==> src/rtl/sipo_rx_pkg.sv <==
// Shared definitions for the SIPO receiver: bit-order codes and FSM states.
package sipo_rx_pkg;

    localparam logic DIR_MSB_FIRST = 1'b1;
    localparam logic DIR_LSB_FIRST = 1'b0;

    typedef enum logic {
        S_IDLE  = 1'b0,
        S_SHIFT = 1'b1
    } state_t;

endpackage

==> src/rtl/sipo_out_buf.sv <==
// Single-entry valid/ready output register with a sticky overflow flag.
module sipo_out_buf
    import sipo_rx_pkg::*;
#(
    parameter int N = 4
) (
    input  logic         clk,
    input  logic         rst,
    input  logic         clear,
    input  logic         load,
    input  logic [N-1:0] word,
    output logic [N-1:0] dout,
    output logic         dout_valid,
    input  logic         dout_ready,
    output logic         overflow
);

    logic free;

    // A consume in the same cycle frees the slot for a refill, no bubble.
    assign free = !dout_valid || dout_ready;

    always_ff @(posedge clk or posedge rst) begin
        if (rst) begin
            dout       <= '0;
            dout_valid <= 1'b0;
            overflow   <= 1'b0;
        end else if (clear) begin
            dout_valid <= 1'b0;
            overflow   <= 1'b0;
        end else if (load) begin
            if (free) begin
                dout       <= word;
                dout_valid <= 1'b1;
            end else begin
                overflow   <= 1'b1;
            end
        end else if (dout_valid && dout_ready) begin
            dout_valid <= 1'b0;
        end
    end

endmodule

==> src/rtl/sipo_rx.sv <==
// Serial-in/parallel-out receiver: assembles N-bit words in either bit
// order and hands them to a single-entry valid/ready output register.
module sipo_rx
    import sipo_rx_pkg::*;
#(
    parameter int N = 4
) (
    input  logic                 clk,
    input  logic                 rst,
    input  logic                 clear,
    input  logic                 direction,
    input  logic                 din,
    input  logic                 din_valid,
    output logic [N-1:0]         dout,
    output logic                 dout_valid,
    input  logic                 dout_ready,
    output logic                 busy,
    output logic [$clog2(N)-1:0] bit_cnt,
    output logic                 overflow
);

    localparam int CW = $clog2(N);
    localparam logic [CW-1:0] LAST = CW'(N - 1);

    state_t        state;
    state_t        state_nx;
    logic [CW-1:0] cnt_nx;
    logic [N-1:0]  sr;
    logic [N-1:0]  sr_nx;
    logic          dir_q;
    logic          dir_nx;
    logic          eff_dir;
    logic          complete;

    always_ff @(posedge clk or posedge rst) begin
        if (rst) begin
            state   <= S_IDLE;
            bit_cnt <= '0;
            sr      <= '0;
            dir_q   <= DIR_LSB_FIRST;
        end else begin
            state   <= state_nx;
            bit_cnt <= cnt_nx;
            sr      <= sr_nx;
            dir_q   <= dir_nx;
        end
    end

    always_comb begin
        state_nx = state;
        cnt_nx   = bit_cnt;
        sr_nx    = sr;
        dir_nx   = dir_q;
        complete = 1'b0;
        // The first bit of a word uses the live direction input.
        eff_dir  = (state == S_IDLE) ? direction : dir_q;
        if (clear) begin
            state_nx = S_IDLE;
            cnt_nx   = '0;
        end else if (din_valid) begin
            if (eff_dir == DIR_MSB_FIRST)
                sr_nx = {sr[N-2:0], din};
            else
                sr_nx = {din, sr[N-1:1]};
            if (state == S_IDLE)
                dir_nx = direction;
            if (bit_cnt == LAST) begin
                complete = 1'b1;
                cnt_nx   = '0;
                state_nx = S_IDLE;
            end else begin
                cnt_nx   = bit_cnt + CW'(1);
                state_nx = S_SHIFT;
            end
        end
    end

    assign busy = (bit_cnt != '0);

    sipo_out_buf #(
        .N(N)
    ) u_out_buf (
        .clk        (clk),
        .rst        (rst),
        .clear      (clear),
        .load       (complete),
        .word       (sr_nx),
        .dout       (dout),
        .dout_valid (dout_valid),
        .dout_ready (dout_ready),
        .overflow   (overflow)
    );

endmodule

==> config.mk <==
export PLATFORM = sky130hd
export DESIGN_NAME = sipo_rx
export DESIGN_NICKNAME = d
export VERILOG_FILES = /design/src/rtl/sipo_rx_pkg.sv /design/src/rtl/sipo_out_buf.sv /design/src/rtl/sipo_rx.sv
export SDC_FILE = /design/constraint.sdc
export NUM_CORES = 1
export LEC_CHECK = 0
export CELL_PAD_IN_SITES_DETAIL_PLACEMENT = 1
export CELL_PAD_IN_SITES_GLOBAL_PLACEMENT = 1
export CORE_ASPECT_RATIO = 0.7
export CORE_MARGIN = 2
export CORE_UTILIZATION = 30
export DETAILED_ROUTE_END_ITERATION = 6
export PLACE_DENSITY_LB_ADDON = 0.1
export SYNTH_ARGS = -nofsm -noshare
export SYNTH_HDL_FRONTEND = slang
export SYNTH_SLANG_ARGS = --single-unit
==> constraint.sdc <==
create_clock -name clk -period 1.3 [get_ports clk]
set_input_delay 0.13 -clock clk [delete_from_list [all_inputs] [get_ports clk]]
set_output_delay 0.13 -clock clk [all_outputs]
set_load 0.05 [all_outputs]
### Word-level counts from Yosys, hierarchy flattened

Cells that the tools add are included.

| storage, ports and cells | value |
|---|---|
| register bits | 14 |
| input port bits | 7 |
| output and inout port bits | 9 |
| logic and storage cells | 43 |

| cells by class | value |
|---|---|
| add/sub/neg operators | 1 |
| equality and inequality tests | 3 |
| multiplexer cells | 20 |
| bitwise gates (word level) | 1 |
| reduce and logical (&&, ||, !) cells | 11 |

Operators with widths:

| operator | count |
|---|---|
| 1-bit 2-to-1 mux | 14 |
| 4-bit 2-to-1 mux | 3 |
| 2-bit 2-to-1 mux | 3 |
| 2-bit AND reduction | 3 |
| 2-bit nonzero test | 3 |
| 3-bit by 2-bit inequality test with 1-bit output (second input constant) | 1 |
| 3-bit AND reduction | 1 |
| 3-bit nonzero test | 1 |
| 2-bit by 1-bit adder with 2-bit output (second input constant) | 1 |
| 2-bit equality test (second input constant) | 1 |
| 2-bit inequality test (second input constant) | 1 |
| 1-bit logical AND | 1 |
| 1-bit logical NOT | 1 |
| 1-bit logical OR | 1 |
| 1-bit NOT | 1 |

### Depth between registers and ports, before layout

| depth | value |
|---|---|
| depth in word-level cells | 6 |
| gate-level depth with buffers | 4 |
| gate-level depth less buffers | 4 |

### Cells and area by module

Synthesis repeated with hierarchy kept, for this count alone.

| second synthesis, totals | value |
|---|---|
| cells, all modules | 58 |
| area, all modules | 661.9 sq um |

Modules (own cells, without submodules):

| module | instances | cells each | area an instance (sq um) | seq. area each (sq um) |
|---|---|---|---|---|
| sipo_rx | 1 | 41 | 414.1 | 200.2 |
| sipo_out_buf | 1 | 17 | 247.7 | 150.1 |

### Worst setup path after synthesis

OpenSTA, ideal clock, no wires.

| timing path | value |
|---|---|
| path kind | flip-flop to flip-flop |
| start | reg bit_cnt[1] |
| end | reg u_out_buf.dout[0] |
| setup time | 79 ps |
| arrival time | 1,423 ps |
| required time | 1,221 ps |
| slack | -202 ps |
| cell stages (with the launch flop) | 5 |
| path buffers | 1 |
| period minus slack after synthesis | 1,502 ps |
| cell sequence | dfrtp_1 > ha_1 > and4b_2 > clkbuf_2 > mux2i_1 |

| on the way | value |
|---|---|
| cells in the longest elaborated chain, start to end | 5 |

RTL lines:

| element | RTL line | RTL |
|---|---|---|
| start, declared | sipo_rx.sv:18 | `output logic [$clog2(N)-1:0] bit_cnt,` |
| start signal, assigned | sipo_rx.sv:43 | `bit_cnt <= cnt_nx;` |
| 2-bit equality test | sipo_rx.sv:67 | `if (bit_cnt == LAST) begin` |
| 1-bit 2-to-1 mux | sipo_rx.sv:67 |  |
| 1-bit 2-to-1 mux | sipo_rx.sv:60 | `end else if (din_valid) begin` |
| 1-bit 2-to-1 mux | sipo_rx.sv:57 | `if (clear) begin` |
| 3-bit AND reduction (no line) | - |  |
| end signal, assigned | sipo_out_buf.sv:33 | `dout <= word;` |
| end, declared | sipo_out_buf.sv:12 | `output logic [N-1:0] dout,` |

No other way between the ends.
A chain may end at the register's enable or synchronous reset.

### Worst setup path after layout

| timing path | value |
|---|---|
| start | reg state |
| end | reg u_out_buf.dout[0] |

| on the way | value |
|---|---|
| cells in the longest elaborated chain, start to end | 4 |

RTL lines:

| element | RTL line | RTL |
|---|---|---|
| start, declared | sipo_rx.sv:25 | `state_t state;` |
| start signal, assigned | sipo_rx.sv:42 | `state <= state_nx;` |
| 1-bit 2-to-1 mux | - |  |
| 4-bit 2-to-1 mux | sipo_rx.sv:61 | `if (eff_dir == DIR_MSB_FIRST)` |
| 4-bit 2-to-1 mux | sipo_rx.sv:60 |  |
| 4-bit 2-to-1 mux | sipo_rx.sv:57 |  |

No other way between the ends.

==> metrics.md <==
| Metric | Value |
|---|---|
| Area leader, netlist | dfrtp_1 |
| Post-synth top area share | 52.5% |
| Critical-path top delay cell | dfrtp_1 |
| WP depth | 3 |
| Drt drc | 0 |
| Status | complete, but fails checks |
| Core Region | roughly 2100 um2 |
| NumNets Final | 96 |
| Vias per cell | between 4 and 5 |
| Count leader, synth | dfrtp_1 |
| CTS root buffer | clkbuf_4 |
| Register Area | ~350 um2 |
| Minimum clock period | 1.33 ns |
| Final Cycle Share | 102% |
| Mapped Avg Cell Area | roughly 11 um2 |
| Cells on worst reg2reg path | 3 |
| Asr flop ratio synth | 100% |
| Input/output buffers | 15 |
| Max IR drop VDD | approximately 0.77 mV |
| Multi-input logic area | between 300 and 400 um2 |
| Post-synth EDFFs | 0 |
| Synth warn | 0 |
| First-pass GRT wire length | roughly 2500 um |
| Violated checks | setup timing |
| Worst r2r src | state |
| CTS sink cnt | 14 |
| Synthesis-stage register bit count | 14 |
| CP endpoint | u_out_buf.dout[0] |
| Dpl hpwl | between 1000 and 1500 um |
| Pwr dens | about 1300 nW/um2 |
| Overflow after GRT | 0 |
| Worst Setup End Kind | register |
| Starting Density | roughly a third |
| Die ar. | around 2600 um2 |
| Cell family with most CP delay | multiplexers |
| Leak pwr | 0.000494 uW |
| Max-slew violation count | 0 |
| Crit path cell chain | mux2i_4, mux2i_2, mux2i_1 |
| Crit path DAT | 1.50 ns |
| CP Launch Type | register |
| Area after DPL | between 900 and 1000 um2 |
| Mapped Area | around 670 um2 |
| R2r endpoint | u_out_buf.dout[0] |
| DIE HEIGHT | 43.4 um |
| Fin. Hold Viols | 0 |
| Avg WL per Cell | roughly 13 um |
| Slew HR | approximately 80% |
| Diode count | 0 |
| DR iter-0 viols | 2 |
| Number of global-route vias before repair | 530 |
| CP max FO | 4 |
| Syn-to-layout area delta | 63.8% |
| Worst-margin pin slew | 0.268 ns |
| Maxcap violations | 0 |
| H-tree lvl count | 1 |
| Fmax | around 750 MHz |
| Net Count, Synth | 68 |
| CP Class | reg -> reg |
| Setup ws final | -0.0317 ns |
| Post-route cell area | about 1100 um2 |
| Register area share after synthesis | a little over half |
| Top cells by area, synth | dfrtp_1 53%, mux2i_1 14%, inv_1 4.5% |
| Crit-path max cell delay | approximately 0.42 ns |
| CP required | between 1 and 1.5 ns |
| IO Pins | 16 |
| Post-Syn Instances | 59 |
| FF-to-FF setup slack | -0.03 ns |
| Worst-path clk slew | approximately 0.090 ns |
| Final WL | roughly 1500 um |
| RSZ-0062 raised after global routing | yes |
| Yosys cell types | 15 |
| Chip width | ~60 um |
| Fillers | between 200 and 250 |
| TritonCTS buffer count | 3 |
| Std cell rows | 14 |
| Endpoints failing setup | 3 |
| Critical path origin | state |
| Clk buf depth | 2 |
| TritonCTS clock tree | done |
| Min-Delay Path Class | in -> async |
| Gp weighted congestion | 0.809 |
| Initial antenna violation count | 0 |
| Buf/Inv on CP | 0 |
| GRT Util Overall | a little over an eighth |
| Largest net degree at the start of global routing | 15 |
| First drt pass iteration count | 2 |
| Skew final | 0.00645 ns |
| Share of cells above drive strength 1 | between 40% and 50% |
| Vias | roughly 510 |
| Predominant post-synthesis flop cell | dfrtp_1 |
| DRT antenna net count | 0 |
| Skew-Pair Late Insertion Delay | 0.29 ns |
| Worst Hold Slack | 0.123 ns |
| Synth top cells by count | 14 x dfrtp_1, 9 x mux2i_1, 8 x inv_1 |
## registers in the layout, summed over array words and instances, names as in the netlist
register / count
u_out_buf.dout_valid: 1
state: 1
u_out_buf.overflow: 1
dir_q: 1
sr: 4
u_out_buf.dout: 4
bit_cnt: 2
## kinds of logic after synthesis
group | Yosys count | synth area share (%)
adders and majority gates | 2 | 3.75
buffers and inverters | 10 | 6.94
AOI/OAI and AO/OA | 7 | 6.00
and+or+nand+nor | 14 | 10.5
DFF | 14 | 52.5
muxes | 12 | 20.3
## report_power, final
part           leakage [uW]  switching, uW  total [uW]  internal, uW
clock             0.0000210            156         327           171
sequential         0.000166           80.4         591           511
combinational      0.000308            274         549           275
## final cells by class
| class | count | area share, % |
|---|---|---|
| Inverter | 8 | 2.75 |
| Timing Repair Buffer | 25 | 28.9 |
| Clock buffer | 4 | 3.32 |
| Sequential cell | 14 | 32.4 |
| Tap cell | 32 | 3.67 |
| Multi-Input combinational cell | 35 | 29.0 |
## metrics by stage
step	power (uW)	setup TNS, ns	setup slack, ns	std cells	util (%)
detailed placement	1120	-0.702	-0.157	111	47.2
CTS	1480	-0.0607	-0.0331	118	50.3
global route	1540	-0.327	-0.0960	118	51.5
global placement	1110	-0.479	-0.122	111	47.2
finish	1470	-0.0377	-0.0317	118	51.5
floorplan	840	0	0.00637	59	-
## metal layers
metal | share of wire, % | global-route usage (%) | up-vias
li1 | - | - | 249
met2 | 43 | 18.3 | 11
met3 | 4.6 | 6.27 | 4
met1 | 51 | 19.1 | 243
met4 | 1.8 | 5.33 | 0
met5 | 0 | 0 | -
## what timing repair did
| item | 4_1_cts | 5_1_grt |
|---|---|---|
| hold endpoints to repair | 0 | 0 |
| endpoints found under the setup margin | 3 | 9 |
| hold buffers | 0 | 0 |
| gates resized for setup | 3 | 7 |
| cloned | 0 | 0 |
| setup buffers | 3 | 0 |
| pin swaps | 0 | 1 |
## layout by cell type (no fill, tap or decap)
master           instances
a21oi_1                  2
and4b_2                  1
buf_12                   9
buf_4                   10
clkbuf_4                 3
clkbuf_8                 1
clkdlybuf4s50_1          6
dfrtp_1                 11
dfrtp_2                  3
ha_4                     2
inv_1                    5
inv_2                    3
mux2_2                   1
mux2_4                   1
mux2i_1                  7
mux2i_2                  2
mux2i_4                  1
nand2_1                  5
nand2b_1                 3
nand2b_4                 1
nor2_1                   3
nor2_2                   1
o21ai_1                  4
o21ba_2                  1
## how the worst min path moves through the flow
| stage | startpoint | to | slack [ns] | depth (start not counted) |
|---|---|---|---|---|
| floorplan | rst | dir_q | 0.02 | 1 |
| global placement | rst | u_out_buf.overflow | 0.45 | 3 |
| detailed placement | rst | u_out_buf.overflow | 0.45 | 3 |
| CTS | rst | u_out_buf.dout[1] | 0.12 | 3 |
| global route | rst | u_out_buf.dout[2] | 0.15 | 3 |
| finish | rst | bit_cnt[1] | 0.12 | 3 |
## worst min-delay path, stage by stage
cell             delay (ns)
clkdlybuf4s50_1        0.39
inv_1                  0.05
buf_4                  0.22
No activity file was read; power rests on OpenSTA's default activity.
